--- src/rtl/div_hs_bridge.sv ---
// Stream-to-handshake feeder for the ha3 signed divider: operand FIFO, 4-phase REQ/ACK issue,
// and a single-entry result register on a valid/ready output stream.
module div_hs_bridge #(
    parameter int W     = 16,
    parameter int DEPTH = 4
) (
    input  logic                         CLK,
    input  logic                         RST,
    input  logic                         IN_VALID,
    output logic                         IN_READY,
    input  logic [W-1:0]                 IN_A,
    input  logic [W-1:0]                 IN_D,
    output logic                         REQ,
    output logic [W-1:0]                 A,
    output logic [W-1:0]                 D,
    input  logic                         ACK,
    input  logic [W-1:0]                 Q,
    input  logic [W-1:0]                 R,
    input  logic                         FDBZ,
    output logic                         OUT_VALID,
    input  logic                         OUT_READY,
    output logic [W-1:0]                 OUT_Q,
    output logic [W-1:0]                 OUT_R,
    output logic                         OUT_DBZ,
    output logic [$clog2(DEPTH+1)-1:0]   CNT,
    output logic [15:0]                  ISSUED
);

    localparam int CW = $clog2(DEPTH + 1);
    localparam int PW = $clog2(DEPTH);
    localparam logic [CW-1:0] DEPTH_C = CW'(DEPTH);

    typedef enum logic [1:0] {
        S_IDLE    = 2'd0,
        S_ISSUE   = 2'd1,
        S_RELEASE = 2'd2
    } state_t;

    state_t          state_r;
    logic [2*W-1:0]  mem_r [DEPTH];
    logic [PW-1:0]   wr_ptr_r;
    logic [PW-1:0]   rd_ptr_r;
    logic [CW-1:0]   cnt_r;
    logic            req_r;
    logic [W-1:0]    a_r;
    logic [W-1:0]    d_r;
    logic            out_valid_r;
    logic [W-1:0]    out_q_r;
    logic [W-1:0]    out_r_r;
    logic            out_dbz_r;
    logic [15:0]     issued_r;

    logic            in_ready_s;
    logic            push_s;
    logic            pop_s;
    logic [W-1:0]    head_a_s;
    logic [W-1:0]    head_d_s;

    // Accept/issue decisions; ACK still high from a previous op blocks a new issue.
    always_comb begin
        in_ready_s = (cnt_r < DEPTH_C);
        push_s     = IN_VALID && in_ready_s;
        pop_s      = (state_r == S_IDLE) && (cnt_r != {CW{1'b0}}) && !out_valid_r && !ACK;
        head_a_s   = mem_r[rd_ptr_r][2*W-1:W];
        head_d_s   = mem_r[rd_ptr_r][W-1:0];
    end

    // Operand storage; contents need no reset since occupancy is tracked separately.
    always_ff @(posedge CLK) begin
        if (push_s) begin
            mem_r[wr_ptr_r] <= {IN_A, IN_D};
        end
    end

    // FIFO pointers and occupancy.
    always_ff @(posedge CLK) begin
        if (RST) begin
            wr_ptr_r <= {PW{1'b0}};
            rd_ptr_r <= {PW{1'b0}};
            cnt_r    <= {CW{1'b0}};
        end else begin
            if (push_s) begin
                wr_ptr_r <= wr_ptr_r + PW'(1'b1);
            end
            if (pop_s) begin
                rd_ptr_r <= rd_ptr_r + PW'(1'b1);
            end
            case ({push_s, pop_s})
                2'b10:   cnt_r <= cnt_r + CW'(1'b1);
                2'b01:   cnt_r <= cnt_r - CW'(1'b1);
                default: cnt_r <= cnt_r;
            endcase
        end
    end

    // Handshake FSM with result capture and output-stream drain.
    always_ff @(posedge CLK) begin
        if (RST) begin
            state_r     <= S_IDLE;
            req_r       <= 1'b0;
            a_r         <= {W{1'b0}};
            d_r         <= {W{1'b0}};
            out_valid_r <= 1'b0;
            out_q_r     <= {W{1'b0}};
            out_r_r     <= {W{1'b0}};
            out_dbz_r   <= 1'b0;
            issued_r    <= 16'd0;
        end else begin
            if (out_valid_r && OUT_READY) begin
                out_valid_r <= 1'b0;
            end
            case (state_r)
                S_IDLE: begin
                    if (pop_s) begin
                        a_r      <= head_a_s;
                        d_r      <= head_d_s;
                        req_r    <= 1'b1;
                        issued_r <= issued_r + 16'd1;
                        state_r  <= S_ISSUE;
                    end else begin
                        req_r <= 1'b0;
                        a_r   <= {W{1'b0}};
                        d_r   <= {W{1'b0}};
                    end
                end
                S_ISSUE: begin
                    if (ACK) begin
                        out_q_r     <= Q;
                        out_r_r     <= R;
                        out_dbz_r   <= FDBZ;
                        out_valid_r <= 1'b1;
                        req_r       <= 1'b0;
                        a_r         <= {W{1'b0}};
                        d_r         <= {W{1'b0}};
                        state_r     <= S_RELEASE;
                    end
                end
                S_RELEASE: begin
                    req_r <= 1'b0;
                    if (!ACK) begin
                        state_r <= S_IDLE;
                    end
                end
                default: begin
                    req_r   <= 1'b0;
                    state_r <= S_IDLE;
                end
            endcase
        end
    end

    assign IN_READY  = in_ready_s;
    assign REQ       = req_r;
    assign A         = a_r;
    assign D         = d_r;
    assign OUT_VALID = out_valid_r;
    assign OUT_Q     = out_q_r;
    assign OUT_R     = out_r_r;
    assign OUT_DBZ   = out_dbz_r;
    assign CNT       = cnt_r;
    assign ISSUED    = issued_r;

endmodule

--- config.mk ---
export PLATFORM = sky130hd
export DESIGN_NAME = div_hs_bridge
export DESIGN_NICKNAME = d
export VERILOG_FILES = /design/src/rtl/div_hs_bridge.sv
export SDC_FILE = /design/constraint.sdc
export NUM_CORES = 1
export LEC_CHECK = 0
export ABC_AREA = 1
export CORE_MARGIN = 2
export CORE_UTILIZATION = 40
export CTS_CLUSTER_DIAMETER = 40
export CTS_CLUSTER_SIZE = 10
export DETAILED_ROUTE_END_ITERATION = 12
export PLACE_DENSITY_LB_ADDON = 0.08
export REMOVE_ABC_BUFFERS = 1
export SETUP_SLACK_MARGIN = 0.02
export SYNTH_ARGS = -nofsm -noshare
export SYNTH_HDL_FRONTEND = slang
export SYNTH_SLANG_ARGS = --single-unit
--- constraint.sdc ---
create_clock -name CLK -period 4.2 [get_ports CLK]
set_input_delay 0.84 -clock CLK [delete_from_list [all_inputs] [get_ports CLK]]
set_output_delay 0.84 -clock CLK [all_outputs]
set_load 0.03 [all_outputs]
==> results.md <==
* CTS tree: yes
* Post-layout min period at 2.58 ns
* Leak pwr at 4.17 nW
* DR WL/cell at 15.2 um
* Post-synthesis cell type count at 31
* DIE WIDTH at 150 um
* Final worst slack at 1.62 ns
* GP Congestion at 0.733
* Number of global-route vias before repair at 5983
* Core Region at 0.0210 mm^2
* Commonest non-fill, non-tap cell in the layout: nor2_1
* 1st-pass router iterations at 6
* Synth top area cells: edfxtp_1 45%, dfxtp_1 22%, nor2_1 8.2%
* Synth warn at 0
* Most frequent cells in the layout: 184 x nor2_1, 155 x clkdlybuf4s50_1, 128 x edfxtp_1
* Worst path top cell family by delay: adder cells
* First-pass GRT wire length at 30700 um
* DR iter-0 viols at 384
* Post-synthesis cell area at 0.00858 mm^2
* CTS-repair resized insts at 0
* Total setup buffers inserted after CTS at 0
* Share of cells above drive strength 1 at 8.15%
* Final ANT Viol Nets at 0
* Peak Freq at 388 MHz
* Ys flop type: edfxtp_1
* Worst Path Required at 4.57 ns
* H-tree levels at 2
* Post-synth ARST share at 0%
* Measured slew at the worst slew-check pin at 1.10 ns
* Num CTS Buffers at 34
* Unrepaired setup endpoints after global routing: no
* Grt ovf at 0
* I/O pin count at 157
* Slew Limit Fails at 0
* Worst hold margin at 0.460 ns
* CTS sink cnt at 222
* Crit path cell chain: clkdlybuf4s50_1, nor2_1, nand2_2, nor2_8, ha_1, inv_1, fa_1, a21oi_1, o21ai_0, o21ai_0, a21oi_1
* Post-synth EDFFs at 128
* Number of synthesized register bits at 222
* Fin nets at 1072
* I/O Buffers at 156
* Initial Utilization at 40.8%
* Residual DRC at 0
* Setup TNS at 0 ns
* Number of vias per cell at 4.75
* CTS Hold Bufs at 0
* Initial antenna violation count at 2
* Slowest stage delay, CP at 0.46 ns
* Util after Layout at 54.5%
* Layout Skew at 0.00818 ns
* Post-synthesis sequential area ratio at 66.7%
* Type of origin of the critical path: primary input
* Root buffer cell: clkbuf_16
* Status: finished clean
* Cell at the slowest stage of the critical path: clkdlybuf4s50_1
* Total power at 7.01 mW
* Max-Slew Margin vs Limit at 26.6%
* DPL Wire Length at 12000 um
* Final worst path period share at 61.4%
* Power Dens Cells at 612 mW/mm^2
* Leading area contributor after synthesis: edfxtp_1
* Maximum number of pins on one net before global-route repair at 65
* CTS max path bufs at 3
* Die H at 150 um
* Die area at 0.0226 mm^2
* Place WS at 1.12 ns
* P&R area growth vs syn at 33.6%
* Total routed wirelength at 19700 um
* Syn Inst Count at 837
* FP Rows at 53
* Fin. Hold Viols at 0
* Max-cap viol count at 0
* Worst vdd rail ir drop at 0.303 mV
* Final setup vio count at 0
* Clock Latency Late Sink at 0.49 ns
* Gr usage total at 17.3%
* Reg clk slew, reported paths at 0.05 ns
* Avg Cell Area, Syn at 10.3 um^2
* Synth top area share at 44.8%
* WP data arrival at 2.95 ns
* Via count at 6151
* Highest net fanout along the worst path at 20
* Worst Hold Class: reg2reg
* Buf/Inv on CP at 2
* Critical path endpoint category: flop
* CP Class: in2reg
-- through the flow --
stage / instances / cell area, um^2
2_1_floorplan: 792 / 8310
3_3_place_gp: 1234 / 10300
3_5_place_dp: 1234 / 10300
4_1_cts: 1294 / 11500
5_1_grt: 1294 / 11500
6_report: 1296 / 11500
-- routing by layer --
layer	global-route usage, %	vias up	wire length (um)
li1	-	3144	-
met1	22.8	2858	8860
met2	28.2	121	9510
met3	3.85	28	932
met4	5.94	0	356
met5	0	-	0
-- worst paths after layout --
kind	cells past startpoint	slack, ns	to	startpoint
setup / recovery	11	1.62	CNT[2]	ACK
setup reg to reg	9	2.06	CNT[2]	CNT[2]
hold / removal	2	0.46	D[12]	D[12]
hold reg to reg	2	0.46	D[12]	D[12]
-- synthesized netlist by cell type, types with 2 or more instances --
cell      number
o21ai_0      116
nand4_1        7
buf_1          3
inv_2          2
a21oi_2        2
clkbuf_2       3
nand3b_1       2
clkbuf_1      16
nand2_1      109
inv_1         37
ha_1           6
xor2_1         3
dfxtp_1       94
nor2_2         4
nor2_1       188
buf_4          2
buf_2         11
edfxtp_1     128
o21ai_1       22
nor2_4         2
a21oi_1       47
buf_6         10
nand3_1       14
nor2_8         2
-- tightest hold or removal path, cell delays in order, from the launching register on --
cell and delay (ns):
dfxtp_1 0.30, nand2_1 0.06, a21oi_1 0.05
-- report_power, final --
part           total, mW  switching, mW  internal (mW)  leakage, nW
registers           2.70          0.115           2.59         1.94
clock network       2.76          0.954           1.80        0.548
logic               1.55           1.03          0.526         1.69
-- kinds of logic after synthesis --
family / share of synthesized area (%)
and+or+nand+nor: 15.8
DFF: 66.7
AOI/OAI and AO/OA: 11.1
buffers and inverters: 4.91
adders and majority gates: 1.11
xor gates and xnor gates: 0.408
-- state kept, by name (all words and copies together), names as in the netlist, 3 cells and up, named ones only --
register  cells
A            16
CNT           3
D            16
ISSUED       16
OUT_Q        16
OUT_R        16
mem_r       128
-- final cells by class --
cell class	instances	area, um^2
Clock inverter	16	166
Clock buffer	44	962
Multi-Input combinational cell	530	2460
Antenna cell	2	5.00
Inverter	40	153
Timing Repair Buffer	167	1640
Tap cell	275	344
Sequential cell	222	5730
Fill cell	1870	9560
(Power assumes the default switching activity.)
